===== src/rtl/ifu_pkg.sv =====
// Shared types and constants for the instruction fetch unit.
// Optional feature macro: IFU_MISALIGN_TRAP_EN (misaligned-redirect trap with HALT state).
package ifu_pkg;

  typedef enum logic [1:0] {
    ST_RUN,
    ST_FLUSH,
    ST_HALT
  } ifu_state_e;

  localparam logic [31:0] DEFAULT_RESET_PC = 32'h0000_0000;
  localparam logic [31:0] NOP              = 32'h0000_0013;
  localparam logic [31:0] PC_INC           = 32'd4;

endpackage


===== src/rtl/ifu_if.sv =====
// Fetch-unit bus: instruction-memory request/response, decoder handshake, execute redirect.
// master = fetch unit side, slave = memory/decoder/execute side.
interface ifu_if;
  logic        imem_req;
  logic [31:0] imem_addr;
  logic        imem_gnt;
  logic        imem_rvalid;
  logic [31:0] imem_rdata;
  logic [31:0] inst;
  logic [31:0] inst_pc;
  logic        inst_val;
  logic        id_ready;
  logic        redirect;
  logic [31:0] redirect_pc;
  logic        misalign_err;

  modport master (
    output imem_req, imem_addr, inst, inst_pc, inst_val, misalign_err,
    input  imem_gnt, imem_rvalid, imem_rdata, id_ready, redirect, redirect_pc
  );

  modport slave (
    input  imem_req, imem_addr, inst, inst_pc, inst_val, misalign_err,
    output imem_gnt, imem_rvalid, imem_rdata, id_ready, redirect, redirect_pc
  );
endinterface


===== src/rtl/ifu_fifo.sv =====
// Synchronous FIFO with synchronous flush; registered storage, head read combinationally.
// A push into a full FIFO is accepted only together with a pop in the same cycle.
module ifu_fifo #(
  parameter int WIDTH = 32,
  parameter int DEPTH = 4
) (
  input  logic                   clk,
  input  logic                   rst,
  input  logic                   flush,
  input  logic                   push,
  input  logic [WIDTH-1:0]       push_dat,
  input  logic                   pop,
  output logic [WIDTH-1:0]       pop_dat,
  output logic                   full,
  output logic                   empty,
  output logic [$clog2(DEPTH):0] count
);
  localparam int AW = $clog2(DEPTH);

  logic [WIDTH-1:0] mem [DEPTH];
  logic [AW-1:0]    wr_ptr;
  logic [AW-1:0]    rd_ptr;
  logic             do_push;
  logic             do_pop;

  assign empty   = (count == '0);
  assign full    = (count == (AW+1)'(DEPTH));
  assign do_pop  = pop & ~empty;
  assign do_push = push & (~full | do_pop);
  assign pop_dat = mem[rd_ptr];

  always_ff @(posedge clk) begin
    if (do_push) mem[wr_ptr] <= push_dat;
  end

  always_ff @(posedge clk) begin
    if (rst || flush) begin
      wr_ptr <= '0;
      rd_ptr <= '0;
      count  <= '0;
    end else begin
      if (do_push) wr_ptr <= wr_ptr + AW'(1);
      if (do_pop)  rd_ptr <= rd_ptr + AW'(1);
      case ({do_push, do_pop})
        2'b10:   count <= count + (AW+1)'(1);
        2'b01:   count <= count - (AW+1)'(1);
        default: count <= count;
      endcase
    end
  end
endmodule


===== src/rtl/ifu.sv =====
// Instruction fetch unit: credit-limited in-order fetch into a prefetch FIFO; grant->inst_val = response cycle + 1.
// Decoder backpressure fills the FIFO and withholds requests; IFU_MISALIGN_TRAP_EN adds the misaligned-redirect HALT trap.
module ifu
  import ifu_pkg::*;
#(
  parameter logic [31:0] RESET_PC = DEFAULT_RESET_PC,
  parameter int          DEPTH    = 4
) (
  input logic   clk,
  input logic   rst,
  ifu_if.master bus
);
  localparam int CW = $clog2(DEPTH) + 1;

  ifu_state_e  state_q, state_d;
  logic [31:0] fetch_pc_q, fetch_pc_d;
  logic [CW-1:0] out_q, out_d;
  logic [CW-1:0] drop_q, drop_d;

  logic [31:0] tgt;
  logic        tgt_bad;
  logic        grant, rsp, rsp_keep, pop;
  logic        have_credit;
  logic [CW:0] in_use;

  logic [63:0]   iq_head;
  logic          iq_empty, iq_full;
  logic [CW-1:0] iq_cnt;
  logic [31:0]   pq_head;
  logic          pq_empty, pq_full;
  logic [CW-1:0] pq_cnt;

`ifdef IFU_MISALIGN_TRAP_EN
  logic err_q, err_d;
  assign tgt              = bus.redirect_pc;
  assign tgt_bad          = |bus.redirect_pc[1:0];
  assign bus.misalign_err = err_q;
`else
  logic unused_pc_lsb;
  assign tgt              = {bus.redirect_pc[31:2], 2'b00};
  assign tgt_bad          = 1'b0;
  assign unused_pc_lsb    = ^{bus.redirect_pc[1:0], tgt_bad};
  assign bus.misalign_err = 1'b0;
`endif

  // Credit covers both words in flight (including ones to be dropped) and buffered words.
  assign in_use      = {1'b0, out_q} + {1'b0, iq_cnt};
  assign have_credit = in_use < (CW+1)'(DEPTH);

  assign bus.imem_req  = ~rst & (state_q == ST_RUN) & have_credit & ~bus.redirect;
  assign bus.imem_addr = {fetch_pc_q[31:2], 2'b00};
  assign grant         = bus.imem_req & bus.imem_gnt;
  assign rsp           = bus.imem_rvalid & (out_q != '0);
  assign rsp_keep      = rsp & (drop_q == '0) & ~bus.redirect;

  assign bus.inst_val = ~iq_empty & ~bus.redirect;
  assign bus.inst     = iq_empty ? 32'h0 : iq_head[63:32];
  assign bus.inst_pc  = iq_empty ? 32'h0 : iq_head[31:0];
  assign pop          = bus.inst_val & bus.id_ready;

  ifu_fifo #(.WIDTH(64), .DEPTH(DEPTH)) u_inst_fifo (
    .clk      (clk),
    .rst      (rst),
    .flush    (bus.redirect),
    .push     (rsp_keep),
    .push_dat ({bus.imem_rdata, pq_head}),
    .pop      (pop),
    .pop_dat  (iq_head),
    .full     (iq_full),
    .empty    (iq_empty),
    .count    (iq_cnt)
  );

  ifu_fifo #(.WIDTH(32), .DEPTH(DEPTH)) u_pend_fifo (
    .clk      (clk),
    .rst      (rst),
    .flush    (bus.redirect),
    .push     (grant),
    .push_dat (fetch_pc_q),
    .pop      (rsp_keep),
    .pop_dat  (pq_head),
    .full     (pq_full),
    .empty    (pq_empty),
    .count    (pq_cnt)
  );

  logic unused_fifo;
  assign unused_fifo = ^{iq_full, pq_full, pq_empty, pq_cnt};

  always_comb begin
    state_d    = state_q;
    fetch_pc_d = fetch_pc_q;
    out_d      = out_q;
    drop_d     = drop_q;
`ifdef IFU_MISALIGN_TRAP_EN
    err_d      = err_q;
`endif
    if (grant) begin
      fetch_pc_d = fetch_pc_q + PC_INC;
      out_d      = out_d + CW'(1);
    end
    if (rsp) out_d = out_d - CW'(1);

    // Redirect wins: everything still in flight after this cycle gets dropped.
    if (bus.redirect) begin
      fetch_pc_d = tgt;
      drop_d     = out_d;
      state_d    = (out_d != '0) ? ST_FLUSH : ST_RUN;
`ifdef IFU_MISALIGN_TRAP_EN
      err_d      = tgt_bad;
      if (tgt_bad) state_d = ST_HALT;
`endif
    end else if (rsp && drop_q != '0) begin
      drop_d = drop_q - CW'(1);
      if (state_q == ST_FLUSH && drop_d == '0) state_d = ST_RUN;
    end
  end

  always_ff @(posedge clk) begin
    if (rst) begin
      state_q    <= ST_RUN;
      fetch_pc_q <= RESET_PC;
      out_q      <= '0;
      drop_q     <= '0;
`ifdef IFU_MISALIGN_TRAP_EN
      err_q      <= 1'b0;
`endif
    end else begin
      state_q    <= state_d;
      fetch_pc_q <= fetch_pc_d;
      out_q      <= out_d;
      drop_q     <= drop_d;
`ifdef IFU_MISALIGN_TRAP_EN
      err_q      <= err_d;
`endif
    end
  end

  rsp_has_request: assert property (@(posedge clk) disable iff (rst)
    bus.imem_rvalid |-> (out_q != '0));
endmodule


===== src/flat_wrapper.sv =====
// flat-port wrapper written by rule: the top's interface ports become plain ports
module ifu_flat import ifu_pkg::*;
#(
  parameter logic [31:0] RESET_PC = DEFAULT_RESET_PC,
  parameter int          DEPTH    = 4
)
  (clk, rst, bus_imem_req, bus_imem_addr, bus_inst, bus_inst_pc, bus_inst_val, bus_misalign_err, bus_imem_gnt, bus_imem_rvalid, bus_imem_rdata, bus_id_ready, bus_redirect, bus_redirect_pc);
  ifu_if bus_i ();
  input logic clk;
  input logic rst;
  output wire logic [$bits(bus_i.imem_req)-1:0] bus_imem_req;
  output wire logic [$bits(bus_i.imem_addr)-1:0] bus_imem_addr;
  output wire logic [$bits(bus_i.inst)-1:0] bus_inst;
  output wire logic [$bits(bus_i.inst_pc)-1:0] bus_inst_pc;
  output wire logic [$bits(bus_i.inst_val)-1:0] bus_inst_val;
  output wire logic [$bits(bus_i.misalign_err)-1:0] bus_misalign_err;
  input wire logic [$bits(bus_i.imem_gnt)-1:0] bus_imem_gnt;
  input wire logic [$bits(bus_i.imem_rvalid)-1:0] bus_imem_rvalid;
  input wire logic [$bits(bus_i.imem_rdata)-1:0] bus_imem_rdata;
  input wire logic [$bits(bus_i.id_ready)-1:0] bus_id_ready;
  input wire logic [$bits(bus_i.redirect)-1:0] bus_redirect;
  input wire logic [$bits(bus_i.redirect_pc)-1:0] bus_redirect_pc;
  assign bus_imem_req = bus_i.imem_req;
  assign bus_imem_addr = bus_i.imem_addr;
  assign bus_inst = bus_i.inst;
  assign bus_inst_pc = bus_i.inst_pc;
  assign bus_inst_val = bus_i.inst_val;
  assign bus_misalign_err = bus_i.misalign_err;
  assign bus_i.imem_gnt = bus_imem_gnt;
  assign bus_i.imem_rvalid = bus_imem_rvalid;
  assign bus_i.imem_rdata = bus_imem_rdata;
  assign bus_i.id_ready = bus_id_ready;
  assign bus_i.redirect = bus_redirect;
  assign bus_i.redirect_pc = bus_redirect_pc;
  ifu #(.RESET_PC(RESET_PC), .DEPTH(DEPTH)) u_core (.clk(clk), .rst(rst), .bus(bus_i));
endmodule

===== config.mk =====
export PLATFORM = sky130hd
export DESIGN_NAME = ifu_flat
export DESIGN_NICKNAME = d
export VERILOG_FILES = /design/src/rtl/ifu_pkg.sv /design/src/rtl/ifu_if.sv /design/src/rtl/ifu_fifo.sv /design/src/rtl/ifu.sv /design/src/flat_wrapper.sv
export SDC_FILE = /design/constraint.sdc
export NUM_CORES = 1
export LEC_CHECK = 0
export CORE_ASPECT_RATIO = 0.7
export CORE_MARGIN = 10
export CORE_UTILIZATION = 35
export CTS_CLUSTER_DIAMETER = 200
export DETAILED_ROUTE_END_ITERATION = 10
export PLACE_DENSITY = 0.63
export SLEW_MARGIN = 10
export SYNTH_ARGS = -nofsm -noshare
export SYNTH_HDL_FRONTEND = slang
export SYNTH_SLANG_ARGS = --single-unit

===== constraint.sdc =====
create_clock -name clk -period 3.5 [get_ports clk]
set_input_delay 0.7 -clock clk [delete_from_list [all_inputs] [get_ports clk]]
set_output_delay 0.7 -clock clk [all_outputs]
set_load 0.01 [all_outputs]

-- After elaboration in Yosys (flattened, before gate mapping)
Memories as Yosys holds them, arrays and structs flattened. A register that Yosys moved wholly into a read port is not among the register bits.
Index checks and enable logic that the tools add are counted.
- add/subtract/negate cells: 13
- order comparisons: 1
- equal/unequal tests: 7
- mux-type cells: 22
- bitwise operators: 21
- reductions and logical operators: 18
- operators with widths (kind ; count):
    $mux 32 ; 4
    $add 32x3->32 const B ; 1
    $mux 2 ; 7
    $and 1x1->1 ; 13
    $logic_not 3->1 ; 4
    $mux 3 ; 4
    $pmux 3 s2 ; 2
    $sub 3x1->3 const B ; 4
    $reduce_bool 2->1 ; 5
    $add 3x1->3 const B ; 3
    $reduce_bool 3->1 ; 3
    $add 2x1->2 const B ; 4
    $eq 2x1->1 const B ; 3
    $eq 3x3->1 const B ; 2
    $not 1->1 ; 6
    $mux 1 ; 5
    $add 3x3->4 ; 1
    $eq 2x2->1 const B ; 2
    $lt 4x3->1 const B ; 1
    $logic_and 1x1->1 ; 2
    $logic_not 2->1 ; 1
    $or 1x1->1 ; 2
    $reduce_and 2->1 ; 1
    $reduce_or 2->1 ; 1
    $logic_or 1x1->1 ; 1
- register bits: 54
- memory bits (writable): 384
- input port bits: 70
- output and inout port bits: 99
- word-level logic and storage cells: 95
- memories kept: 2
- memories (memory ; words ; bits a word ; rd ports ; clocked after Yosys merged registers in ; wr ports ; RTL line ; source):
    u_core.u_inst_fifo.mem ; 4 ; 64 ; 1 ; 1 ; 1 ; ifu_fifo.sv:20 ; logic [WIDTH-1:0] mem [DEPTH];
    u_core.u_pend_fifo.mem ; 4 ; 32 ; 1 ; 1 ; 1 ; ifu_fifo.sv:20 ;

-- Logic depth before layout (Yosys ltp)
- word-level depth: 11
- mapped depth: 12
- mapped depth without buffers: 10

-- Hierarchy
A second synthesis with hierarchy kept.
- cell total of the unflattened synthesis: 1025
- area total of the unflattened synthesis: 17834.6 µm²
- by module, submodules not included (module ; instances ; cells an instance ; area an instance (µm²) ; sequential area each (µm²)):
    ifu_fifo (u_core.u_inst_fifo) ; 1 ; 401 ; 9796.9 ; 7867.5
    ifu_fifo (u_core.u_pend_fifo) ; 1 ; 234 ; 5185.0 ; 4023.9
    ifu ; 1 ; 390 ; 2852.7 ; 740.7

-- Worst setup path after synthesis
OpenSTA, ideal clock, no wires.
- kind: input -> register
- start point: input port bus_redirect
- end point: memory u_core.u_inst_fifo.mem[0][10] (enable)
- arrival time: 2994 ps
- data required time: 3073 ps
- setup slack: 79 ps
- cell stages on the path: 6
- cell sequence: buf_2 > inv_1 > and4_1 > clkbuf_1 > buf_2 > and3_1
- longest elaborated chain between the ends: 8
- elaborated cells on any way between the ends: 9
- those cells by class: mux: 2; bitwise: 7
- ends and longest elaborated chain (element ; RTL line ; source):
    start, declared ; flat_wrapper.sv:21 ; input wire logic [$bits(bus_i.redirect)-1:0] bus_redirect;
    $not 1->1 * ; ifu.sv:54, ifu.sv:56 ;
    $and 1x1->1 ; ifu.sv:56 ; assign bus.inst_val = ~iq_empty & ~bus.redirect;
    $and 1x1->1 ; ifu.sv:59 ; assign pop = bus.inst_val & bus.id_ready;
    $and 1x1->1 ; ifu_fifo.sv:28 ; assign do_pop = pop & ~empty;
    $or 1x1->1 ; ifu_fifo.sv:29 ; assign do_push = push & (~full | do_pop);
    $and 1x1->1 * ; ifu_fifo.sv:29 ;
    $mux 1 * ; ifu_fifo.sv:33 ; if (do_push) mem[wr_ptr] <= push_dat;
    $mux 1 (implied by the code) * ; ifu_fifo.sv:33 ;
    end, declared ; ifu_fifo.sv:20 ;
Mark *: on every way between the ends. The rest lies on a longest branch, timed or not.

==> reports/qor.txt <==
outcome: complete, no violations
final hold vios: 0
CP arrival: 2.57 ns
final core occ: 0.437
commonest non-fill, non-tap cells in the layout: 368 x edfxtp_1, 161 x clkdlybuf4s50_1, 92 x mux4_2
vias per cell: 5.00
critical path required time: 2.80 ns
DRC Markers: 0
FF+latch count, synth: 423
Final Setup Violations: 0
max_slew headroom: 0.447
CP Capture Type: output pin
GRT Util Overall: 0.130
initial DRC count: 700
slowest library cell on the worst path: dfxtp_4
met2 Use GR: 0.200
ys flop type: edfxtp_1
Clk pwr share: 0.371
CP max FO: 39
DIE WIDTH: 284 um
top-area cell type share of the netlist area: 0.649
average wire per standard cell: 20.8 um
# clock sinks: 423
Core Area: 48000 sq um
Worst-Skew Late Latency: 0.55 ns
largest area contributor in the netlist: edfxtp_1
Total Die Area: 58000 sq um
Internal Power: 8.56 mW
Power per Cell Area: 531 nW/um^2
Fin Setup TNS: 0 ns
hpwl dp: 25000 um
LEAKAGE: 6.53 nW
largest net degree at the start of global routing: 55
first-pass GRT wire length: 58700 um
EDFF count, synth: 368
Net Switching: 2.56 mW
Post-Route WL: 38100 um
number of routed nets with antenna violations: 0
clock skew: 0.0162 ns
met1 usage: 0.184
synth top area cells: edfxtp_1 65%, mux4_2 12%, dfxtp_1 6.5%
buffer depth of the longest clock path: 3
share of cells above drive strength 1: 0.180
final worst path period share: 0.934
CP delay by family, top: buffers and inverters
routed vias: 9165
share of power burned in registers: 0.522
I/O Buffers: 161
sequence of cells on the critical path: buf_4 -> mux4_2 -> nor2b_1 -> clkdlybuf4s50_1
height of the die: 205 um
post-synth cell types: 63
Worst-path clk slew: 0.06 ns
GR peak layer: met2
synth warn: 0
CTS tree: yes
fraction of registers with async set/reset: 0
post-route minimum period: 3.27 ns
Hold Crit Class: flip-flop to flip-flop
GRT Residual Overflow: 0
fin. max-slew vios: 0
cts bufs inserted: 41
DRT Pass-1 Iters: 5
post-synthesis sequential area ratio: 0.714
Site Rows: 67
Peak VDD IR: 0.392 mV
Worst Tran Pin Value: 0.829 ns
P&R area growth vs syn: 23.1%
Worst path max stage delay: 0.77 ns
CTS H-tree depth: 2
final-stage net count: 1237
Combinational Power Share: 0.107
Mapped Avg Cell Area: 17.8 sq um
WP buf/inv: 2
post-CTS setup buffer count: 0
Ports: 169
Cells after Synth: 955
Syn Std Cell Area: 17000 sq um
fmax: 306 MHz
Reg2Reg Setup Slack: 0.64 ns
n_diodes: 0
Critical Path Source Type: flip-flop
RSZ-0062 raised after global routing: false
initial antenna violation count: 0
switching share of power: 0.230
Max-Cap Viols: 0
vias in the first global route: 9648
cts repair resizes: 0
commonest non-fill, non-tap cell in the layout: edfxtp_1
Final GP Congestion: 0.797
Root Buffer: clkbuf_16
Initial Util: 0.355
Post-CTS Hold Buffers: 0
crit path kind: flip-flop to output pin
met3 Usage GRT: 0.0322
[power by group through the flow]
stage	sequential (mW)	clock, mW	combinational [mW]
floorplan	5.87	0	0.666
global placement	5.90	0	1.19
detailed placement	5.91	0	1.20
CTS	5.80	4.24	1.21
global route	5.82	4.45	1.31
finish	5.80	4.13	1.19
[logic make-up (layout without fill, tap and decap cells)]
group | count (synthesis) | count (layout) | share of synthesized area
other | 1 | 5 | 0.000220
XOR/XNOR | 22 | 22 | 0.0113
adder cells (fa/ha/maj) | 19 | 19 | 0.0148
flip-flops | 423 | 423 | 0.714
AND/OR/NAND/NOR | 237 | 237 | 0.0792
buffers and inverters | 71 | 289 | 0.0196
AO/OA/AOI/OAI | 80 | 80 | 0.0326
multiplexers | 102 | 102 | 0.128
[layer usage]
| metal | up-vias | part of all wire |
|---|---|---|
| met5 | - | 0 |
| met4 | 0 | 0.020 |
| met1 | 4677 | 0.47 |
| met2 | 266 | 0.45 |
| met3 | 61 | 0.059 |
| li1 | 4161 | - |
[area by class of cell]
class                      instances  area (sq um)
clock buffer                      53          1110
clock inverter                    19           123
fill                            4246         27000
inverter                          16          60.1
multi-input combinational        465          4580
sequential                       423         12200
tap                              655           820
timing repair buffer             201          2100
[synth_stat cells (all sizes together) (4+ instances only)]
cell type / number
a211oi: 9
a21oi: 18
a31oi: 15
and2: 14
and3: 12
and4: 7
buf: 24
clkbuf: 31
dfxtp: 55
edfxtp: 368
ha: 17
inv: 16
mux2: 4
mux2i: 6
mux4: 92
nand2: 41
nand2b: 5
nand3: 18
nand4: 17
nor2: 36
nor2b: 64
nor3: 8
o21ai: 11
or2: 5
xnor2: 12
xor2: 10
[final timing paths]
check                                                  end                                       from  depth (start not counted)
setup / recovery                               bus_inst[0]                                  flip-flop                          4
hold reg to reg                                  flip-flop  u_core.u_inst_fifo.rd_ptr[1]$_SDFFE_PP0N_                          2
hold / removal                                   flip-flop  u_core.u_inst_fifo.rd_ptr[1]$_SDFFE_PP0N_                          2
setup reg to reg  u_core.u_pend_fifo.count[2]$_SDFFE_PP0P_                 u_core.out_q[0]$_SDFF_PP0_                         10
[tightest hold or removal path: stages, from the launching register on]
cell and delay [ns]:
dfxtp_1 0.33, xor2_1 0.06, nor2_1 0.10
[registers in the layout, summed over array words and instances, names as in the netlist, 3 cells and up, named ones only]
signal	count
u_core.fetch_pc_q	30
u_core.drop_q	3
u_core.u_inst_fifo.count	3
u_core.u_pend_fifo.count	3
u_core.u_inst_fifo.mem	248
u_core.u_pend_fifo.mem	120
u_core.out_q	3
[per-stage QoR]
step / hold WS, ns / cell area [sq um] / setup WS (ns) / cells / total power [mW]
6_report: 0.531 / 21000 / 0.230 / 1832 / 11.1
5_1_grt: 0.541 / 21000 / 0.0765 / 1832 / 11.6
4_1_cts: 0.534 / 21000 / 0.145 / 1832 / 11.3
3_5_place_dp: 0.523 / 19700 / 0.317 / 1760 / 7.11
3_3_place_gp: 0.498 / 19700 / 0.372 / 1760 / 7.08
2_1_floorplan: 0.485 / 17000 / 0.0794 / 959 / 6.54
Note: power is estimated with default switching activity, not from simulation.
